==> config.mk <==
export PLATFORM = sky130hd
export DESIGN_NAME = i2c_eeprom_slave
export DESIGN_NICKNAME = d
export VERILOG_FILES = /design/src/rtl/i2c_eeprom_slave.sv
export SDC_FILE = /design/constraint.sdc
export NUM_CORES = 2
export LEC_CHECK = 0
export ABC_CLOCK_PERIOD_IN_PS = 5900
export CAP_MARGIN = 20
export CORE_UTILIZATION = 50
export DETAILED_ROUTE_END_ITERATION = 10
export PLACE_DENSITY = 0.61
export SYNTH_ARGS = -nofsm -noshare
export SYNTH_HDL_FRONTEND = slang
export SYNTH_SLANG_ARGS = --single-unit
export TNS_END_PERCENT = 50
==> constraint.sdc <==
create_clock -name clk -period 5.9 [get_ports clk]
set_clock_uncertainty 0.1 [all_clocks]
set_input_delay 0.885 -clock clk [delete_from_list [all_inputs] [get_ports clk]]
set_output_delay 0.885 -clock clk [all_outputs]
set_load 0.01 [all_outputs]
==> src/rtl/i2c_eeprom_slave.sv <==
// I2C EEPROM target: oversampled SCL/SDA, START/STOP detection, 1/2-byte addressing,
// page-wrapped writes and sequential reads from an internal byte array.
`timescale 1ns/1ps
module i2c_eeprom_slave #(
  parameter logic [6:0] DEV_ADDR   = 7'h50,
  parameter int         ADDR_BYTES = 1,
  parameter int         MEM_DEPTH  = 256,
  parameter int         PAGE_SIZE  = 8,
  localparam int        AW         = $clog2(MEM_DEPTH)
) (
  input  logic          clk,
  input  logic          rst_n,
  input  logic          scl,
  input  logic          sda_i,
  output logic          sda_oe,
  output logic          busy,
  output logic          wr_strobe,
  output logic [AW-1:0] wr_addr,
  output logic [7:0]    wr_data
);

  typedef enum logic [3:0] {
    S_IDLE, S_DEV, S_DEV_ACK, S_ADDR_HI, S_ADDR_LO, S_ADDR_ACK,
    S_WDATA, S_WDATA_ACK, S_RDATA, S_RDATA_ACK, S_WAIT
  } state_t;

  localparam logic [AW-1:0] PMASK = AW'(PAGE_SIZE - 1);

  state_t        r_state;
  logic [2:0]    r_scl_sync;
  logic [2:0]    r_sda_sync;
  logic [3:0]    r_bitcnt;
  logic [7:0]    r_shift;
  logic [7:0]    r_addr_hi;
  logic [AW-1:0] r_ptr;
  logic          r_rw;
  logic          r_lo_next;
  logic          r_mack;
  logic [7:0]    r_mem [MEM_DEPTH];

  logic          w_scl_s, w_scl_d, w_sda_s, w_sda_d;
  logic          w_scl_rise, w_scl_fall, w_start, w_stop;
  logic [7:0]    w_rx_byte;
  logic [7:0]    w_mem_rd;
  logic          w_mem_we;
  logic [AW-1:0] w_ptr_page_inc;
  logic [AW-1:0] w_addr_ptr;

  // Bits [1] are the synchronised values, bits [2] their previous sample.
  always_ff @(posedge clk or negedge rst_n) begin
    if (!rst_n) begin
      r_scl_sync <= 3'b111;
      r_sda_sync <= 3'b111;
    end else begin
      r_scl_sync <= {r_scl_sync[1:0], scl};
      r_sda_sync <= {r_sda_sync[1:0], sda_i};
    end
  end

  assign w_scl_s    = r_scl_sync[1];
  assign w_scl_d    = r_scl_sync[2];
  assign w_sda_s    = r_sda_sync[1];
  assign w_sda_d    = r_sda_sync[2];
  assign w_scl_rise = w_scl_s & ~w_scl_d;
  assign w_scl_fall = ~w_scl_s & w_scl_d;
  // SCL must be stable high across the sample, so a coincident SCL/SDA change is data.
  assign w_start    = w_scl_s & w_scl_d & w_sda_d & ~w_sda_s;
  assign w_stop     = w_scl_s & w_scl_d & ~w_sda_d & w_sda_s;

  assign w_rx_byte      = {r_shift[6:0], w_sda_s};
  assign w_mem_rd       = r_mem[r_ptr];
  assign w_mem_we       = (r_state == S_WDATA) && w_scl_rise && (r_bitcnt == 4'd7);
  assign w_ptr_page_inc = (r_ptr & ~PMASK) | ((r_ptr + 1'b1) & PMASK);
  assign w_addr_ptr     = AW'({r_addr_hi, r_shift});

  always_ff @(posedge clk) begin
    if (w_mem_we) r_mem[r_ptr] <= w_rx_byte;
  end

  always_ff @(posedge clk or negedge rst_n) begin
    if (!rst_n) begin
      r_state   <= S_IDLE;
      r_bitcnt  <= 4'd0;
      r_shift   <= 8'd0;
      r_addr_hi <= 8'd0;
      r_ptr     <= '0;
      r_rw      <= 1'b0;
      r_lo_next <= 1'b0;
      r_mack    <= 1'b1;
      sda_oe    <= 1'b0;
      busy      <= 1'b0;
      wr_strobe <= 1'b0;
      wr_addr   <= '0;
      wr_data   <= 8'd0;
    end else begin
      wr_strobe <= 1'b0;
      if (w_stop) begin
        r_state  <= S_IDLE;
        r_bitcnt <= 4'd0;
        sda_oe   <= 1'b0;
        busy     <= 1'b0;
      end else if (w_start) begin
        r_state  <= S_DEV;
        r_bitcnt <= 4'd0;
        sda_oe   <= 1'b0;
      end else begin
        case (r_state)
          S_DEV, S_ADDR_HI, S_ADDR_LO, S_WDATA: begin
            if (w_scl_rise && r_bitcnt < 4'd8) begin
              r_shift  <= w_rx_byte;
              r_bitcnt <= r_bitcnt + 4'd1;
            end
            if (w_mem_we) begin
              wr_strobe <= 1'b1;
              wr_addr   <= r_ptr;
              wr_data   <= w_rx_byte;
              r_ptr     <= w_ptr_page_inc;
            end else if (w_scl_fall && r_bitcnt == 4'd8) begin
              r_bitcnt <= 4'd0;
              case (r_state)
                S_DEV: begin
                  if (r_shift[7:1] != DEV_ADDR) begin
                    r_state <= S_WAIT;
                    busy    <= 1'b0;
                  end else begin
                    r_state <= S_DEV_ACK;
                    r_rw    <= r_shift[0];
                    sda_oe  <= 1'b1;
                    busy    <= 1'b1;
                  end
                end
                S_ADDR_HI: begin
                  r_addr_hi <= r_shift;
                  r_lo_next <= 1'b1;
                  r_state   <= S_ADDR_ACK;
                  sda_oe    <= 1'b1;
                end
                S_ADDR_LO: begin
                  r_ptr     <= w_addr_ptr;
                  r_lo_next <= 1'b0;
                  r_state   <= S_ADDR_ACK;
                  sda_oe    <= 1'b1;
                end
                default: begin
                  r_state <= S_WDATA_ACK;
                  sda_oe  <= 1'b1;
                end
              endcase
            end
          end
          S_DEV_ACK: begin
            if (w_scl_fall) begin
              if (r_rw) begin
                r_state <= S_RDATA;
                r_shift <= w_mem_rd;
                sda_oe  <= ~w_mem_rd[7];
              end else begin
                r_state <= (ADDR_BYTES == 2) ? S_ADDR_HI : S_ADDR_LO;
                sda_oe  <= 1'b0;
              end
            end
          end
          S_ADDR_ACK: begin
            if (w_scl_fall) begin
              r_state <= r_lo_next ? S_ADDR_LO : S_WDATA;
              sda_oe  <= 1'b0;
            end
          end
          S_WDATA_ACK: begin
            if (w_scl_fall) begin
              r_state <= S_WDATA;
              sda_oe  <= 1'b0;
            end
          end
          S_RDATA: begin
            if (w_scl_rise && r_bitcnt < 4'd8) r_bitcnt <= r_bitcnt + 4'd1;
            if (w_scl_fall) begin
              if (r_bitcnt == 4'd8) begin
                r_state  <= S_RDATA_ACK;
                r_bitcnt <= 4'd0;
                sda_oe   <= 1'b0;
              end else begin
                r_shift <= {r_shift[6:0], 1'b0};
                sda_oe  <= ~r_shift[6];
              end
            end
          end
          S_RDATA_ACK: begin
            if (w_scl_rise) begin
              r_mack <= w_sda_s;
              if (!w_sda_s) r_ptr <= r_ptr + 1'b1;
            end
            if (w_scl_fall) begin
              if (!r_mack) begin
                r_state <= S_RDATA;
                r_shift <= w_mem_rd;
                sda_oe  <= ~w_mem_rd[7];
              end else begin
                r_state <= S_WAIT;
              end
            end
          end
          S_IDLE, S_WAIT: sda_oe <= 1'b0;
          default: r_state <= S_IDLE;
        endcase
      end
    end
  end

endmodule
==> metrics list <==
- The flow ran to the end, and the final reports show no timing, DRC or antenna violations.
* Die area: 164000 um^2
- Flop and latch count out of synthesis: 2100
- Vias: 40100
- At the end of routability-driven placement, the weighted congestion stood at around 0.86.
- Top-count cell post-synth: sky130_fd_sc_hd__edfxtp_1
- Measured on the finished design, the core utilization comes to 56.6%.
- A synthesized cell averages roughly 21 um^2.
- Setup repair after global routing left no endpoint under its margin.
- Maximum number of pins on one net before global-route repair: ~200
- Dividing the detail-routed via count by the number of cells gives 6.36.
- Clock latency reported for the late side of the worst-skew pair: 850 ps
- Filler cell count in the final layout: approximately 12000
- Vertical die dimension: 406 um
- The largest total area in the synthesized netlist belongs to sky130_fd_sc_hd__edfxtp_1.
* Synthesized netlist net count: 3864
* Final Hold Fails: 0
- During placement, the flow inserted port buffers numbering 22.
* Type of destination of the critical path: flip-flop
* Half-perimeter wire length after detailed placement: 123 mm
- In this run the count of I/O pins placed on the die edge is 23.
- PnR worst setup slack: 1100 ps
- Walking the worst path, the cells encountered are buf_4, nand2_1, a211oi_1, nor3_1, nor3_1, a211oi_1, o32ai_1, o221ai_1.
* Cts-stage hold buffer count: 0
- For this run, the total global-route usage over all layers was measured as between 20% and 30%.
- Number of detailed-route iterations in the first pass: 6
* Largest buffer count on any clock path: 3
* CTS H-tree depth: 4
- Derived from the worst setup path, the maximum achievable clock frequency is 208 MHz.
- The floorplan has 147 rows.
- CTS placed an instance of sky130_fd_sc_hd__clkbuf_16 at the clock tree root.
- Arrival time reported for the critical path endpoint: 5370 ps
- Once the floorplan was initialized, standard cells occupied 50.5% of the core.
- Via count of the first global-routing pass: 40100
- Leakage power summed over all cells: between 0.02 and 0.03 uW
* Portion of synthesized cell area occupied by the leading cell type: between 70 and 80%
- Pre-CTS setup slack: 1200 ps
- After detailed routing, the average wire length per cell comes to 32.8 um.
- CP Class: reg2reg
* Worst supply voltage drop on vdd: 0.000384 V
* Most used DFF post-synth: sky130_fd_sc_hd__edfxtp_1
- The synthesized design contains 2048 enable-type register cells.
* Count of warnings emitted by yosys: 0
- On the worst path, the slowest cell contributes a delay of about 1000 ps.
- Clock transition at the registers of the reported paths: 60 ps
* Slew HR: around 14%
- Synth top cells by count: 2048 x sky130_fd_sc_hd__edfxtp_1, 539 x sky130_fd_sc_hd__mux4_2, 290 x sky130_fd_sc_hd__nor2_1
- TritonCTS built the clock tree.
* Gates resized, CTS repair: 0
- Total number of nets in the final design: 3969
- Buffers inserted by post-CTS timing repair: 0
- PwrDens: 370 nW/um^2
- # setup viols final: 0
* Required arrival time at the worst endpoint: 6470 ps
* Die span in x: 406 um
* Violation count after the first detailed-routing iteration: ~5100
- Time the worst path needs with I/O delays and setup: 4800 ps
* Core Footprint: 161000 um^2
- Summed over all layers, the global routing overflow is 0.
- Wire length of the first global-routing pass: 297 mm
- Crit Path Max Fanout: 29
- DR DRC count: 0
- In the synthesized netlist, the number of instances is between 3000 and 4000.
* Area Growth Syn to Fin: 11.9%
- After synthesis, the share of flip-flops with an asynchronous set or reset is 2.48%.
- Worst min-delay path class: in2async
- Slew Viols, Final: 0
- Counting the buffers created by CTS gives ~210.
- At the pin with the least slew margin, the transition time is between 1000 and 1500 ps.
- The worst setup path is launched from a flip-flop.
- The initial antenna violation count is 3.
- The clock net in this run drives a total of 2100 sinks.
- Adding up every negative setup slack in the final design gives 0 ps.
- Max capacitance violation total: 0
- The detail route stage leaves a number of antenna-violating nets equal to 0.
- Synth area leaders: sky130_fd_sc_hd__edfxtp_1 76%, sky130_fd_sc_hd__mux4_2 15%, sky130_fd_sc_hd__a22oi_1 1.5%
- Drt total wl: 207 mm
* Final worst path period share: roughly four fifths
- Cell with the biggest individual delay on the critical path: sky130_fd_sc_hd__o32ai_1
* Part of the Yosys area used for sequential elements: 77.1%
- Yosys mapped the design onto 63 distinct sky130hd cell types.
- Syn Std Cell Area: 81400 um^2
- In the final layout, the share of cells above drive strength 1 is between 20 and 25%.
-- final cells by class --
type                    instances  area [um^2]  area share (%)
clock buffers                 252         5500            6.03
repair buffers                138         1360            1.49
clock inverters               130         1110            1.22
multi-input cells            1497        17500            19.2
inverters                      15         56.3          0.0618
flip-flops and latches       2100        62900            69.0
well taps                    2160         2700            2.97
diodes                          2         5.00         0.00549
-- placed cells by master, fill, tap and decap left out, drive strengths merged, types with 3 or more instances in the layout --
cell type / synthesis / final
clkinvlp: 0 / 8
mux2: 6 / 6
edfxtp: 2048 / 2048
nand2b: 19 / 19
dfstp: 7 / 7
ha: 6 / 6
nor3: 6 / 6
a22oi: 161 / 161
mux2i: 25 / 25
nor2: 290 / 290
a31oi: 17 / 17
nand2: 106 / 106
inv: 13 / 20
and2: 6 / 6
mux4: 539 / 539
buf: 115 / 117
dfrtp: 45 / 45
and3: 3 / 3
nor2b: 20 / 20
nand4: 5 / 5
a21o: 4 / 4
o22ai: 23 / 23
nand3: 38 / 38
o21ai: 36 / 36
bufinv: 0 / 16
o41ai: 5 / 5
a211oi: 8 / 8
a21oi: 105 / 105
clkdlybuf4s50: 0 / 21
a2bb2oi: 3 / 3
nor4: 18 / 18
o221ai: 5 / 5
o211ai: 3 / 3
a311oi: 3 / 3
clkbuf: 127 / 252
clkinv: 2 / 101
or2: 3 / 3
-- state kept, by name (all words and copies together) (netlist names) --
register,flops
r_mack,1
r_mem,2048
sda_oe,1
wr_data,8
r_shift,8
r_lo_next,1
wr_addr,8
r_sda_sync,3
wr_strobe,1
r_state,4
r_rw,1
r_scl_sync,3
r_bitcnt,4
r_ptr,8
busy,1
-- metal layers --
layer | up-vias | GRT usage (%) | share of wire [%]
met1 | 21500 | 37.1 | 41
li1 | 16300 | - | -
met5 | - | 0 | 0.0034
met3 | 315 | 5.10 | 8.3
met4 | 2 | 7.49 | 2.7
met2 | 1904 | 39.5 | 48
-- stage by stage --
stage	power (uW)	hold WS, ps	area (um^2)	std cells
2_1_floorplan	20100	245	81400	3854
3_3_place_gp	21100	248	84400	5901
3_5_place_dp	21200	250	84400	5904
4_1_cts	33900	89.1	91100	6286
5_1_grt	34600	142	91100	6292
6_report	33700	101	91100	6294
-- where the power goes --
| part | leakage (uW) | internal (uW) | switching, uW |
|---|---|---|---|
| clock network | 0.00323 | 7320 | 5570 |
| logic | 0.00496 | 193 | 1790 |
| registers | 0.0190 | 18300 | 523 |
-- worst max-delay path: cells and delay by family, from the launching register on --
kind / cells / cell delay, ps
buf+inv: 1 / 620
simple gates: 3 / 940
compound gates: 4 / 2030
flops: 1 / 890
-- final timing paths --
kind                                    start             to  slack (ps)  cells past startpoint
worst max-delay path                 r_ptr[3]     r_shift[7]        1100                      8
worst min-delay path                    rst_n    r_bitcnt[0]         100                      2
worst max register to register       r_ptr[3]     r_shift[7]        1100                      8
worst min register to register  r_sda_sync[0]  r_sda_sync[1]         260                      0
max in group asynchronous               rst_n     r_shift[0]        4990                      2
min in group clk                r_sda_sync[0]  r_sda_sync[1]         260                      0
-- kinds of logic (layout without fill, tap and decap cells) --
logic type                 Yosys count  after routing  synth area share, %
DFF                               2100           2100                 77.1
muxes                              570            570                 15.3
and+or+nand+nor                    524            524                 2.76
AOI/OAI and AO/OA                  395            395                 3.21
buffers and inverters              257            535                 1.49
adders and majority gates            6              6               0.0922
xor gates and xnor gates             2              2               0.0215
other                                0              2                    0
Note: power is estimated with default switching activity, not from simulation.
